**src/rtl/serdes_sipo_piso_fifo.sv**
```systemverilog
// Serial-to-parallel, word FIFO, parallel-to-serial path with valid/ready on both lane sides.
// Build option: define SERDES_PARITY_EN to append an even-parity beat to every output word.
module serdes_sipo_piso_fifo #(
    parameter int DATA_W     = 8,
    parameter int LANES      = 1,
    parameter int FIFO_DEPTH = 4,
    parameter int MSB_FIRST  = 1
) (
    input  logic                          clk_i,
    input  logic                          rst_n_i,
    input  logic                          flush_i,
    input  logic [LANES-1:0]              s_data_i,
    input  logic                          s_valid_i,
    output logic                          s_ready_o,
    output logic [LANES-1:0]              m_data_o,
    output logic                          m_valid_o,
    input  logic                          m_ready_i,
    output logic [$clog2(FIFO_DEPTH):0]   fifo_level_o
);

    // state     | meaning
    // ST_IDLE   | no word loaded; pops the FIFO head when one is available
    // ST_SHIFT  | driving data beats of the loaded word
    // ST_PARITY | driving the trailing parity beat (SERDES_PARITY_EN builds only)

    localparam int BEATS = DATA_W / LANES;
    localparam int CNT_W = $clog2(BEATS);
    localparam int PTR_W = $clog2(FIFO_DEPTH);
    localparam int LVL_W = PTR_W + 1;
    localparam logic [CNT_W-1:0] LAST_BEAT = CNT_W'(BEATS - 1);

`ifdef SERDES_PARITY_EN
    typedef enum logic [1:0] {ST_IDLE, ST_SHIFT, ST_PARITY} state_t;
`else
    typedef enum logic [1:0] {ST_IDLE, ST_SHIFT} state_t;
`endif

    logic [CNT_W-1:0]        in_cnt;
    logic [DATA_W-LANES-1:0] in_sh;
    logic [DATA_W-1:0]       in_word;
    logic                    in_last, in_fire, push;

    logic [DATA_W-1:0]       mem [FIFO_DEPTH];
    logic [PTR_W-1:0]        wr_ptr, rd_ptr;
    logic [LVL_W-1:0]        level;
    logic                    full, empty, pop;

    state_t                  state, state_nxt;
    logic [DATA_W-1:0]       out_sh;
    logic [CNT_W-1:0]        out_idx;
    logic [LANES-1:0]        beat_cur;
    logic                    load, adv;

    // ---------------- SIPO ----------------
    assign in_last   = (in_cnt == LAST_BEAT);
    assign full      = (level == LVL_W'(FIFO_DEPTH));
    assign empty     = (level == '0);
    // Registered-state only: a same-cycle pop never makes room for this cycle's push.
    assign s_ready_o = !(in_last && full);
    assign in_fire   = s_valid_i && s_ready_o && !flush_i;
    assign push      = in_fire && in_last;

    generate
        if (MSB_FIRST != 0) begin : g_in_msb
            assign in_word = {in_sh, s_data_i};
        end else begin : g_in_lsb
            assign in_word = {s_data_i, in_sh};
        end
    endgenerate

    always_ff @(posedge clk_i or negedge rst_n_i) begin
        if (!rst_n_i) begin
            in_cnt <= '0;
            in_sh  <= '0;
        end else if (flush_i) begin
            in_cnt <= '0;
            in_sh  <= '0;
        end else if (in_fire) begin
            in_cnt <= in_last ? '0 : in_cnt + 1'b1;
            in_sh  <= (MSB_FIRST != 0) ? in_word[DATA_W-LANES-1:0] : in_word[DATA_W-1:LANES];
        end
    end

    // ---------------- word FIFO ----------------
    always_ff @(posedge clk_i) begin
        if (push) begin
            mem[wr_ptr] <= in_word;
        end
    end

    always_ff @(posedge clk_i or negedge rst_n_i) begin
        if (!rst_n_i) begin
            wr_ptr <= '0;
            rd_ptr <= '0;
            level  <= '0;
        end else if (flush_i) begin
            wr_ptr <= '0;
            rd_ptr <= '0;
            level  <= '0;
        end else begin
            if (push) wr_ptr <= wr_ptr + 1'b1;
            if (pop)  rd_ptr <= rd_ptr + 1'b1;
            case ({push, pop})
                2'b10:   level <= level + 1'b1;
                2'b01:   level <= level - 1'b1;
                default: level <= level;
            endcase
        end
    end

    assign fifo_level_o = level;

    // ---------------- PISO ----------------
    generate
        if (MSB_FIRST != 0) begin : g_out_msb
            assign beat_cur = out_sh[DATA_W-1 -: LANES];
        end else begin : g_out_lsb
            assign beat_cur = out_sh[LANES-1:0];
        end
    endgenerate

`ifdef SERDES_PARITY_EN
    logic             out_par;
    logic [LANES-1:0] par_beat;

    always_comb begin
        par_beat    = '0;
        par_beat[0] = out_par;
    end
`endif

    always_ff @(posedge clk_i or negedge rst_n_i) begin
        if (!rst_n_i) begin
            state <= ST_IDLE;
        end else begin
            state <= state_nxt;
        end
    end

    always_comb begin
        state_nxt = state;
        pop       = 1'b0;
        load      = 1'b0;
        adv       = 1'b0;
        m_valid_o = 1'b0;
        m_data_o  = '0;
        case (state)
            ST_IDLE: begin
                if (!empty) begin
                    pop       = 1'b1;
                    load      = 1'b1;
                    state_nxt = ST_SHIFT;
                end
            end
            ST_SHIFT: begin
                m_valid_o = 1'b1;
                m_data_o  = beat_cur;
                if (m_ready_i) begin
                    if (out_idx != LAST_BEAT) begin
                        adv = 1'b1;
                    end else begin
`ifdef SERDES_PARITY_EN
                        state_nxt = ST_PARITY;
`else
                        // Reload straight from the FIFO so consecutive words leave without a bubble.
                        if (!empty) begin
                            pop  = 1'b1;
                            load = 1'b1;
                        end else begin
                            state_nxt = ST_IDLE;
                        end
`endif
                    end
                end
            end
`ifdef SERDES_PARITY_EN
            ST_PARITY: begin
                m_valid_o = 1'b1;
                m_data_o  = par_beat;
                if (m_ready_i) begin
                    if (!empty) begin
                        pop       = 1'b1;
                        load      = 1'b1;
                        state_nxt = ST_SHIFT;
                    end else begin
                        state_nxt = ST_IDLE;
                    end
                end
            end
`endif
            default: state_nxt = ST_IDLE;
        endcase
        if (flush_i) begin
            state_nxt = ST_IDLE;
            pop       = 1'b0;
            load      = 1'b0;
            adv       = 1'b0;
        end
    end

    always_ff @(posedge clk_i or negedge rst_n_i) begin
        if (!rst_n_i) begin
            out_sh  <= '0;
            out_idx <= '0;
`ifdef SERDES_PARITY_EN
            out_par <= 1'b0;
`endif
        end else if (load) begin
            out_sh  <= mem[rd_ptr];
            out_idx <= '0;
`ifdef SERDES_PARITY_EN
            out_par <= ^mem[rd_ptr];
`endif
        end else if (adv) begin
            out_sh  <= (MSB_FIRST != 0) ? (out_sh << LANES) : (out_sh >> LANES);
            out_idx <= out_idx + 1'b1;
        end
    end

endmodule

```
**config.mk**
```make
export PLATFORM = sky130hd
export DESIGN_NAME = serdes_sipo_piso_fifo
export DESIGN_NICKNAME = d
export VERILOG_FILES = /design/src/rtl/serdes_sipo_piso_fifo.sv
export SDC_FILE = /design/constraint.sdc
export NUM_CORES = 1
export LEC_CHECK = 0
export BUFFER_PORTS_ARGS = -buffer_cell sky130_fd_sc_hd__buf_2
export CORE_ASPECT_RATIO = 0.9
export CORE_MARGIN = 2
export CORE_UTILIZATION = 60
export DETAILED_ROUTE_END_ITERATION = 8
export PLACE_DENSITY_LB_ADDON = 0.12
export SLEW_MARGIN = 10
export SYNTH_ARGS = -nofsm -noshare
export SYNTH_HDL_FRONTEND = slang
export SYNTH_SLANG_ARGS = --single-unit
```
**constraint.sdc**
```tcl
create_clock -name clk_i -period 2.9 [get_ports clk_i]
set_input_delay 0.29 -clock clk_i [delete_from_list [all_inputs] [get_ports clk_i]]
set_output_delay 0.29 -clock clk_i [all_outputs]
set_load 0.1 [all_outputs]
```
==> results.txt <==
Status: complete, no violations
Combined area of all synthesized cells: 2680 µm²
Synthesized-area fraction occupied by ao, oa, aoi and oai cells: 8.04%
Peak VDD IR: 564 µV
HPWL after DPL: 3020 µm
Vias in the first global route: 1,401
Maximum number of pins on one net before global-route repair: 30
Metal1 wirelength: 2000 µm
Cell accounting for the most synthesized area: edfxtp_1
Multiplexer area fraction after synthesis: 10.9%
Clock insertion delay at the later pin of the skew report: 0.33 ns
Sequential share of power: 44.3%
CP Cell Sequence: ha_1, ha_1, nand3b_4, nor2_4, nor4_1, fa_1, inv_1, a2111oi_4, o21ai_0, nor3b_2
Die width: 74.4 µm
Antenna Diode Count: 0
Number of vias per cell after detailed routing: 5.50
Number of top-level pins: 12
Commonest cells post-synth: edfxtp_1 (32), dfrtp_1 (29), a22o_1 (10)
Fraction of power consumed by combinational cells: 26.8%
Met2 wirelength from detailed routing: 2240 µm
TritonCTS clock tree: yes
Slew at the pin with the worst max-slew slack: 0.650 ns
Count of synthesis-stage warnings from yosys: 0
Final count of hold timing violations: 0
Highest net fanout along the worst path: 10
Delay of the slowest cell on the worst path: 0.40 ns
Post-route antenna net violation count: 0
Int Power: 1.68 mW
Synthesized Nets: 185
Fin nets: 204
Cell with the most instances after synthesis: edfxtp_1
Detailed-route via count: 1,408
Clk slew on worst S/H paths: 0.07 ns
Most common flop cell mapped by yosys: edfxtp_1
Global-route wire length before repair: 6880 µm
Die Y: 67.3 µm
Worst relative slew slack: 56.7%
Pre-CTS setup slack: 0.426 ns
Cell type of the slowest stage on the worst timing path: dfrtp_1
H-Tree Depth: 3
Gate count after technology mapping: 170
Max-capacitance violation count: 0
Total Wirelength: 4370 µm
Initial Util: 61.2%
Final setup violation count: 0
Power Total: 2.55 mW
Tightest hold margin: 0.212 ns
Drt drc: 0
Final max-slew violation count: 0
Post-route minimum period: 2.45 ns
Core region area: 4370 µm²
Post-route design area: 3000 µm²
Final period util: 84.3%
PortBufs: 11
Proportion of netlist area held by the largest area contributor: 35.9%
Final Skew: 0.00549 ns
Leakage power of the design: 1.21 nW
Mean cell area of the mapped netlist: 15.7 µm²
Required arrival time at the worst endpoint: 3.11 ns
Top sig layer: met4
Tightest Hold Check Type: in2reg
Clock Sinks: 61
Arrival @ worst endpoint: 2.66 ns
CTS-repair resized insts: 0
Total congestion overflow: 0
Worst Path Class, Setup: reg2reg
Sum Neg Setup Slack: 0 ns
Combinational family with the most area after synthesis: multiplexers
Kind of launch point of the worst setup path: flop
Delay-heaviest family, CP: simple AND/OR/NAND/NOR gates
Placed cell areas: 2800 µm²
Areal power density over the cells: 849 nW/µm²
Total die area: 5010 µm²
Weighted congestion at the end of routability-driven global placement: 0.719
Area Growth Syn to Fin: 12.3%
Fraction of registers with async set or reset after synthesis: 47.5%
Adder-Cell Fraction of Synth Area: 4.49%
Area contributors post-synth: edfxtp_1 (36%), dfrtp_1 (27%), mux4_2 (6.7%)
Seq cells post-synth: 61
Cell occurring most often along the worst timing path: ha_1
Total Routing Usage GR: 20.0%
Setup repair after global routing missed its margin: false
Share of power burned in the clock network: 28.9%
Standard-cell row count: 23
Number of distinct library cells after synthesis: 43
Worst Slack Setup Final: 0.455 ns
Crit path buffers/inverters: 1
Synth Area in XOR/XNOR: 1.59%
Bufs on Longest Clock Path: 2
Share of cells above drive strength 1: 27.3%
CTS root buffer: clkbuf_8
Proportion of total power due to net switching: 34.1%
First-pass iteration count of the detailed router: 4
Switching power summed over all nets: 0.870 mW
Portion of the post-synthesis area used by sequential elements: 63.0%
Maximum clock rate: 0.409 GHz
Total clock buffers created by CTS: 9
Critical Path End Type: flop
Met3 Routed Length: 108 µm
Final routed wire length divided by cell count: 17.1 µm
Count of flip-flops with a built-in enable after synthesis: 32
Antenna violations before repair: 0
Count of routing violations after the opening detailed-route iteration: 64
Basic-gate share of the synthesized area counting and, or, nand and nor cells: 9.92%
==> cell usage in the layout (no fill, tap or decap), types with 2 or more instances in the layout <==
cell type,n
ha_1,8
clkinvlp_4,3
dfrtp_1,28
o21ai_0,8
xnor2_1,2
a22o_1,10
mux2i_1,9
inv_6,2
edfxtp_1,32
nor3_2,2
buf_4,3
mux4_2,8
and2_1,5
buf_2,11
clkbuf_8,9
mux2_2,2
nor2_1,9
nand2_1,9
inv_1,3
nand2b_1,3
nor3_1,2
==> final timing paths <==
check,slack (ns),startpoint,cells past startpoint,end
worst min-delay path,0.21,s_data_i,1,mem[2][0]$_DFFE_PP_
worst max-delay path,0.45,in_cnt[0]$_DFFE_PN0P_,10,fifo_level_o[2]$_DFFE_PN0P_
min in group asynchronous,0.52,rst_n_i,2,out_sh[1]$_DFFE_PN0P_
worst min register to register,0.52,in_cnt[2]$_DFFE_PN0P_,1,in_cnt[2]$_DFFE_PN0P_
worst max register to register,0.45,in_cnt[0]$_DFFE_PN0P_,10,fifo_level_o[2]$_DFFE_PN0P_
max in group asynchronous,1.91,rst_n_i,2,fifo_level_o[2]$_DFFE_PN0P_
==> power by group through the flow <==
stage	logic, mW	registers, mW	clock network (mW)
6_report	0.683	1.13	0.738
5_1_grt	0.746	1.15	0.791
4_1_cts	0.693	1.13	0.756
3_5_place_dp	0.690	1.15	0
3_3_place_gp	0.663	1.14	0
2_1_floorplan	0.471	1.23	0
==> area by class of cell <==
type	instances	area (µm²)
clock inverter	7	73.8
tap	62	77.6
sequential	61	1690
inverter	3	11.3
timing repair buffer	15	87.6
fill	312	1370
multi-input combinational	99	941
clock buffer	9	124
==> kinds of logic after synthesis <==
family,count (synthesis)
flip-flops,61
AND/OR/NAND/NOR,41
AO/OA/AOI/OAI,26
multiplexers,19
buffers and inverters,10
adder cells (fa/ha/maj),9
XOR/XNOR,4
==> metal layers <==
| metal | GRT usage [%] | vias to the layer above |
|---|---|---|
| met5 | 0 | - |
| met4 | 11.2 | 0 |
| met3 | 5.22 | 2 |
| met2 | 31.0 | 14 |
| met1 | 25.8 | 716 |
| li1 | - | 676 |
==> worst reg2reg max path, cell delays in order, from the launching register on <==
cell	delay (ns)
dfrtp_1	0.40
ha_1	0.20
ha_1	0.26
nand3b_4	0.15
nor2_4	0.07
nor4_1	0.34
fa_1	0.23
inv_1	0.07
a2111oi_4	0.32
o21ai_0	0.12
nor3b_2	0.16
==> repair_timing <==
action                                 4_1_cts  5_1_grt
hold buffers                                 1        0
endpoints found under the hold margin       29        0
setup buffers                                0        0
==> registers in the layout, summed over array words and instances, names as in the netlist <==
name / count
state: 1
rd_ptr: 2
fifo_level_o: 3
in_sh: 7
in_cnt: 3
out_sh: 8
wr_ptr: 2
mem: 32
out_idx: 3
==> through the flow <==
stage | cells | utilization [%]
final | 256 | 68.6
after global routing | 256 | 68.6
after CTS | 256 | 68.6
after detailed placement | 239 | 63.9
after global placement | 239 | 63.9
after floorplan | 170 | -
Power figures use the tool's default switching activity.
